**config.mk**
```make
export PLATFORM = sky130hd
export DESIGN_NAME = multicycle_ctrl
export DESIGN_NICKNAME = d
export VERILOG_FILES = /design/src/rtl/multicycle_ctrl.sv
export SDC_FILE = /design/constraint.sdc
export NUM_CORES = 1
export LEC_CHECK = 0
export BUFFER_PORTS_ARGS = -buffer_cell sky130_fd_sc_hd__buf_2
export CAP_MARGIN = 20
export CORE_ASPECT_RATIO = 2
export CORE_UTILIZATION = 35
export CTS_CLUSTER_SIZE = 12
export DETAILED_ROUTE_END_ITERATION = 10
export GPL_TIMING_DRIVEN = 0
export SYNTH_ARGS = -nofsm -noshare
export SYNTH_HDL_FRONTEND = slang
export SYNTH_SLANG_ARGS = --single-unit
```
**constraint.sdc**
```tcl
create_clock -name clk -period 2.3 [get_ports clk]
set_clock_uncertainty 0.2 [all_clocks]
set_input_delay 0.46 -clock clk [delete_from_list [all_inputs] [get_ports clk]]
set_output_delay 0.46 -clock clk [all_outputs]
set_load 0.02 [all_outputs]
```
**src/rtl/multicycle_ctrl.sv**
```systemverilog
`default_nettype none
// ============================================================================
// multicycle_ctrl : multi-cycle FSM control unit for an RV32I-subset datapath
// Rev 1.0
// ============================================================================
module multicycle_ctrl #(
    parameter int CNT_W = 16
) (
    input  logic             clk,
    input  logic             reset,
    input  logic [31:0]      instr,
    input  logic [3:0]       status,
    output logic             pcsrc,
    output logic             alusrc,
    output logic [3:0]       aluop,
    output logic             mrw,
    output logic             wb,
    output logic             regrw,
    output logic [1:0]       immgen_ctrl,
    output logic             pc_we,
    output logic             trap,
    output logic [CNT_W-1:0] retired
);

    typedef enum logic [2:0] {
        S_FETCH  = 3'd0,
        S_DECODE = 3'd1,
        S_EXEC   = 3'd2,
        S_MEM    = 3'd3,
        S_WB     = 3'd4,
        S_TRAP   = 3'd5
    } state_t;

    localparam logic [6:0] c_opc_r  = 7'b0110011;
    localparam logic [6:0] c_opc_i  = 7'b0010011;
    localparam logic [6:0] c_opc_ld = 7'b0000011;
    localparam logic [6:0] c_opc_st = 7'b0100011;
    localparam logic [6:0] c_opc_br = 7'b1100011;

    localparam logic [3:0] c_alu_add  = 4'b0000;
    localparam logic [3:0] c_alu_sub  = 4'b0001;
    localparam logic [3:0] c_alu_and  = 4'b0010;
    localparam logic [3:0] c_alu_or   = 4'b0011;
    localparam logic [3:0] c_alu_xor  = 4'b0100;
    localparam logic [3:0] c_alu_sll  = 4'b0101;
    localparam logic [3:0] c_alu_srl  = 4'b0110;
    localparam logic [3:0] c_alu_sra  = 4'b0111;
    localparam logic [3:0] c_alu_slt  = 4'b1000;
    localparam logic [3:0] c_alu_sltu = 4'b1001;

    state_t           r_state;
    logic [31:0]      r_ir;
    logic             r_trap;
    logic [CNT_W-1:0] r_retired;

    logic [6:0] w_opcode;
    logic [2:0] w_funct3;
    logic       w_is_r, w_is_i, w_is_ld, w_is_st, w_is_br;
    logic       w_legal;
    logic       w_alt;
    logic [3:0] w_aluop;
    logic       w_br_taken;
    logic       w_unused;

    assign w_opcode = r_ir[6:0];
    assign w_funct3 = r_ir[14:12];
    assign w_is_r   = (w_opcode == c_opc_r);
    assign w_is_i   = (w_opcode == c_opc_i);
    assign w_is_ld  = (w_opcode == c_opc_ld);
    assign w_is_st  = (w_opcode == c_opc_st);
    assign w_is_br  = (w_opcode == c_opc_br);

    assign w_legal = w_is_r | w_is_i
                   | ((w_is_ld | w_is_st) & (w_funct3 == 3'b010))
                   | (w_is_br & ((w_funct3 == 3'b000) | (w_funct3 == 3'b001) |
                                 (w_funct3 == 3'b100) | (w_funct3 == 3'b101)));

    // funct7[5] selects SUB only for R-type; shifts honour it for both R and I.
    assign w_alt = r_ir[30] & (w_is_r | (w_funct3 == 3'b101));

    always_comb begin
        w_aluop = c_alu_add;
        if (w_is_br) begin
            w_aluop = c_alu_sub;
        end else if (w_is_r | w_is_i) begin
            case (w_funct3)
                3'b000:  w_aluop = w_alt ? c_alu_sub : c_alu_add;
                3'b001:  w_aluop = c_alu_sll;
                3'b010:  w_aluop = c_alu_slt;
                3'b011:  w_aluop = c_alu_sltu;
                3'b100:  w_aluop = c_alu_xor;
                3'b101:  w_aluop = w_alt ? c_alu_sra : c_alu_srl;
                3'b110:  w_aluop = c_alu_or;
                default: w_aluop = c_alu_and;
            endcase
        end
    end

    always_comb begin
        case (w_funct3)
            3'b000:  w_br_taken = status[0];
            3'b001:  w_br_taken = ~status[0];
            3'b100:  w_br_taken = status[1] ^ status[3];
            default: w_br_taken = ~(status[1] ^ status[3]);
        endcase
    end

    always_ff @(posedge clk or negedge reset) begin
        if (!reset) begin
            r_state   <= S_FETCH;
            r_ir      <= '0;
            r_trap    <= 1'b0;
            r_retired <= '0;
        end else begin
            if (pc_we) begin
                r_retired <= r_retired + CNT_W'(1);
            end
            case (r_state)
                S_FETCH: begin
                    r_ir    <= instr;
                    r_state <= S_DECODE;
                end
                S_DECODE: begin
                    if (w_legal) begin
                        r_state <= S_EXEC;
                    end else begin
                        r_state <= S_TRAP;
                        r_trap  <= 1'b1;
                    end
                end
                S_EXEC: begin
                    if (w_is_r | w_is_i)       r_state <= S_WB;
                    else if (w_is_ld | w_is_st) r_state <= S_MEM;
                    else                        r_state <= S_FETCH;
                end
                S_MEM:   r_state <= w_is_ld ? S_WB : S_FETCH;
                S_WB:    r_state <= S_FETCH;
                S_TRAP:  r_state <= S_TRAP;
                default: r_state <= S_FETCH;
            endcase
        end
    end

    // Datapath selects are held from EXEC to the final state so alu_out stays stable.
    always_comb begin
        alusrc      = 1'b0;
        aluop       = 4'b0000;
        immgen_ctrl = 2'b00;
        wb          = 1'b0;
        if ((r_state == S_EXEC) || (r_state == S_MEM) || (r_state == S_WB)) begin
            alusrc      = ~(w_is_r | w_is_br);
            aluop       = w_aluop;
            immgen_ctrl = w_is_st ? 2'b01 : (w_is_br ? 2'b10 : 2'b00);
            wb          = w_is_r | w_is_i;
        end
    end

    assign pc_we   = (r_state == S_WB)
                   | ((r_state == S_MEM)  & w_is_st)
                   | ((r_state == S_EXEC) & w_is_br);
    assign regrw   = (r_state == S_WB);
    assign mrw     = (r_state == S_MEM) & w_is_st;
    assign pcsrc   = (r_state == S_EXEC) & w_is_br & w_br_taken;
    assign trap    = r_trap;
    assign retired = r_retired;

    assign w_unused = ^{r_ir[31], r_ir[29:15], r_ir[11:7], status[2]};

endmodule
`default_nettype wire

```
==> flow_metrics.env <==
export IMPL_status="finished clean"
export IMPL_grt_use_met1_pct=15.3
export IMPL_antenna_left=0
export IMPL_grt_first_pass_wirelength_um=6300
export IMPL_core_um2=4600
export IMPL_grt_max_degree=32
export IMPL_place_hpwl_um=2800
export IMPL_critical_path_startpoint_type="flip-flop"
export IMPL_busiest_layer="met2"
export IMPL_totalWireLength_um=3850
export IMPL_tightest_slew_ns=0.699
export IMPL_yosysTopAreaCellShare_pct=46.5
export IMPL_fin_crit_ns=2.27
export IMPL_rrSetupSlack_ns=0.24
export IMPL_place_congestion=0.743
export IMPL_first_global_vias=1398
export IMPL_clock_path_buffers=2
export IMPL_placed_cell_area_um2=1970
export IMPL_critical_path_arrival_ns=1.61
export IMPL_path_class="flip-flop to primary output"
export IMPL_fp_dieH_um=99.6
export IMPL_timing_final_ws_setup_ns=0.0308
export IMPL_rows=35
export IMPL_critPathCaptureType="primary output"
export IMPL_mostFrequentLayoutCells="buf_2, dfrtp_1, xor2_1"
export IMPL_syn_num_nets=191
export IMPL_flow_area_growth_from_synthesis_pct=34.0
export IMPL_fin_cells=267
export IMPL_nets=250
export IMPL_synthTopCellsByArea="dfrtp_1, mux2_2, xor2_1, nor2_1, nand3_1"
export IMPL_final_common_cell="buf_2"
export IMPL_rsz0062_at_grt="yes"
export IMPL_ioPinCount=67
export IMPL_synth_edff_count=0
export IMPL_synth_compound_area_share_pct=7.43
export IMPL_die_x_um=50.8
export IMPL_synth_area_um2=1670
export IMPL_dieArea_um2=5060
export IMPL_clk_pin_slew_ns=0.07
export IMPL_design_area_um2=2230
export IMPL_insertion_delay_ns=0.27
export IMPL_wire_per_inst_um=14.4
export IMPL_netlist_instances=152
export IMPL_period_share_pct=98.7
export IMPL_yosysWarnings=0
export IMPL_critPathRequiredTime_ns=1.64
export IMPL_dp_cells=251
export IMPL_synth_top_family_by_area="simple AND/OR/NAND/NOR gates"
export IMPL_cts_tree="yes"
export IMPL_cts_root_buf="clkbuf_8"
export IMPL_leakagePower_uw=0.00110
export IMPL_ys_seq_area_share_pct=46.5
export IMPL_port_buffers=44
export IMPL_yosys_area_top_type="dfrtp_1"
export IMPL_cts_hold_buf=0
export IMPL_via_per_inst=5.19
export IMPL_drtIter0Drc=28
export IMPL_maxCapViolCount=0
export IMPL_grt_use_met2_pct=33.3
export IMPL_ir_worst_vdd_mv=0.496
export IMPL_cts_sinks=31
export IMPL_dr_total_vias=1386
export IMPL_synth_async_reset_ratio_pct=100
export IMPL_synthXorXnorAreaFrac_pct=10.4
export IMPL_pre_cts_ws_ns=0.0127
export IMPL_ys_types=41
export IMPL_nFillCells=434
export IMPL_min_path_type="input port to asynchronous set/reset pin"
export IMPL_synthAdderAreaFrac_pct=0.751
export IMPL_dr_pass1_iters=4
export IMPL_antenna_found_initial=0
export IMPL_timing_fmax_mhz=441
export IMPL_synth_top_flop_cell="dfrtp_1"
export IMPL_power_density_nw_per_um2=925
export IMPL_synth_mux_area_fraction_pct=8.78
export IMPL_crit_fanout=7
export IMPL_final_core_util_pct=48.6
export IMPL_n_antenna_cell=0
export IMPL_grt_usage_pct=16.6
export IMPL_synth_seq_cells=31
export IMPL_initial_core_util_pct=36.2
export IMPL_cts_made_buffers=5
export IMPL_finalMaxSlewViolations=0
export IMPL_setup_viol=0
export IMPL_synth_simple_area_share_pct=22.4
export IMPL_layout_drive_gt1_share_pct=48.1
export IMPL_final_hold_viol_count=0
export IMPL_slew_headroom_pct=53.4
export IMPL_remaining_drc_errors=0
export IMPL_postSynthAreaPerCell_um2=11.0
export IMPL_grtUsageMet3_pct=2.45
export IMPL_h_tree_depth=2
export IMPL_grt_overflow=0
-- per-stage QoR --
| stage | hold slack (ns) | setup TNS, ns | total power (uW) |
|---|---|---|---|
| 2_1_floorplan | -0.0356 | -0.0571 | 1230 |
| 3_3_place_gp | 0.247 | 0 | 1410 |
| 3_5_place_dp | 0.253 | 0 | 1420 |
| 4_1_cts | 0.0523 | -0.00163 | 2060 |
| 5_1_grt | 0.0923 | -0.260 | 2180 |
| 6_report | 0.0250 | 0 | 2070 |
-- flip-flops by register name (all words and copies together), names as in the netlist --
name / count
retired: 16
r_ir: 11
r_state: 3
trap: 1
-- cell type report --
cell class	instances	area (um^2)	area share (%)
clock inverters	2	35.0	1.57
plain buffers	5	38.8	1.74
inverters	4	15.0	0.672
flip-flops and latches	31	781	35.0
clock buffers	6	82.6	3.70
multi-input cells	110	912	40.8
repair buffers	54	300	13.4
well taps	55	68.8	3.08
-- path summary, 6_finish.rpt --
check	start	end	cells after the start
setup reg to reg	r_ir[2]	retired[14]	7
max in group asynchronous	reset	r_ir[13]	1
setup / recovery	r_state[1]	aluop[0]	5
hold / removal	reset	r_state[0]	1
min in group clk	instr[13]	r_ir[13]	3
hold reg to reg	trap	trap	1
-- layer usage --
metal  vias up  routed length [um]
met5         -                   0
met1       673                1420
li1        662                   -
met3         6                 161
met2        45                2210
met4         0                  67
-- where the power goes --
part	internal (uW)	switching, uW	total (uW)
Combinational	358	353	711
Sequential	651	152	803
Clock	350	203	553
-- Yosys cell counts, types with 2 or more instances --
| master | number |
|---|---|
| dfrtp_1 | 31 |
| and4bb_2 | 2 |
| a31oi_1 | 4 |
| xor2_1 | 15 |
| nor4b_1 | 4 |
| and3_1 | 2 |
| clkbuf_1 | 3 |
| buf_6 | 2 |
| nand3b_1 | 2 |
| nor4_1 | 5 |
| nand3_1 | 7 |
| mux2_2 | 13 |
| inv_1 | 4 |
| nor3_1 | 7 |
| nor3b_1 | 3 |
| nand4_1 | 2 |
| or2_2 | 2 |
| xnor2_1 | 3 |
| o21ai_0 | 2 |
| nand2_1 | 7 |
| nor2_1 | 12 |
-- critical path, cell delays in order (launching register included) --
cell      delay (ns)
dfrtp_2         0.46
and2b_2         0.22
or2_4           0.25
nand3b_1        0.14
o22ai_1         0.10
buf_4           0.16
-- cells by family after synthesis --
group           after synthesis
compound gates               15
flops                        31
simple gates                 62
buf+inv                      11
mux                          13
xor+xnor                     19
fa+ha+maj                     1
-- what timing repair did --
item,in CTS,in global routing
resized for setup,13,6
setup buffers,4,6
endpoints found under the setup margin,10,5
pin swaps,3,4
(Power assumes the default switching activity.)
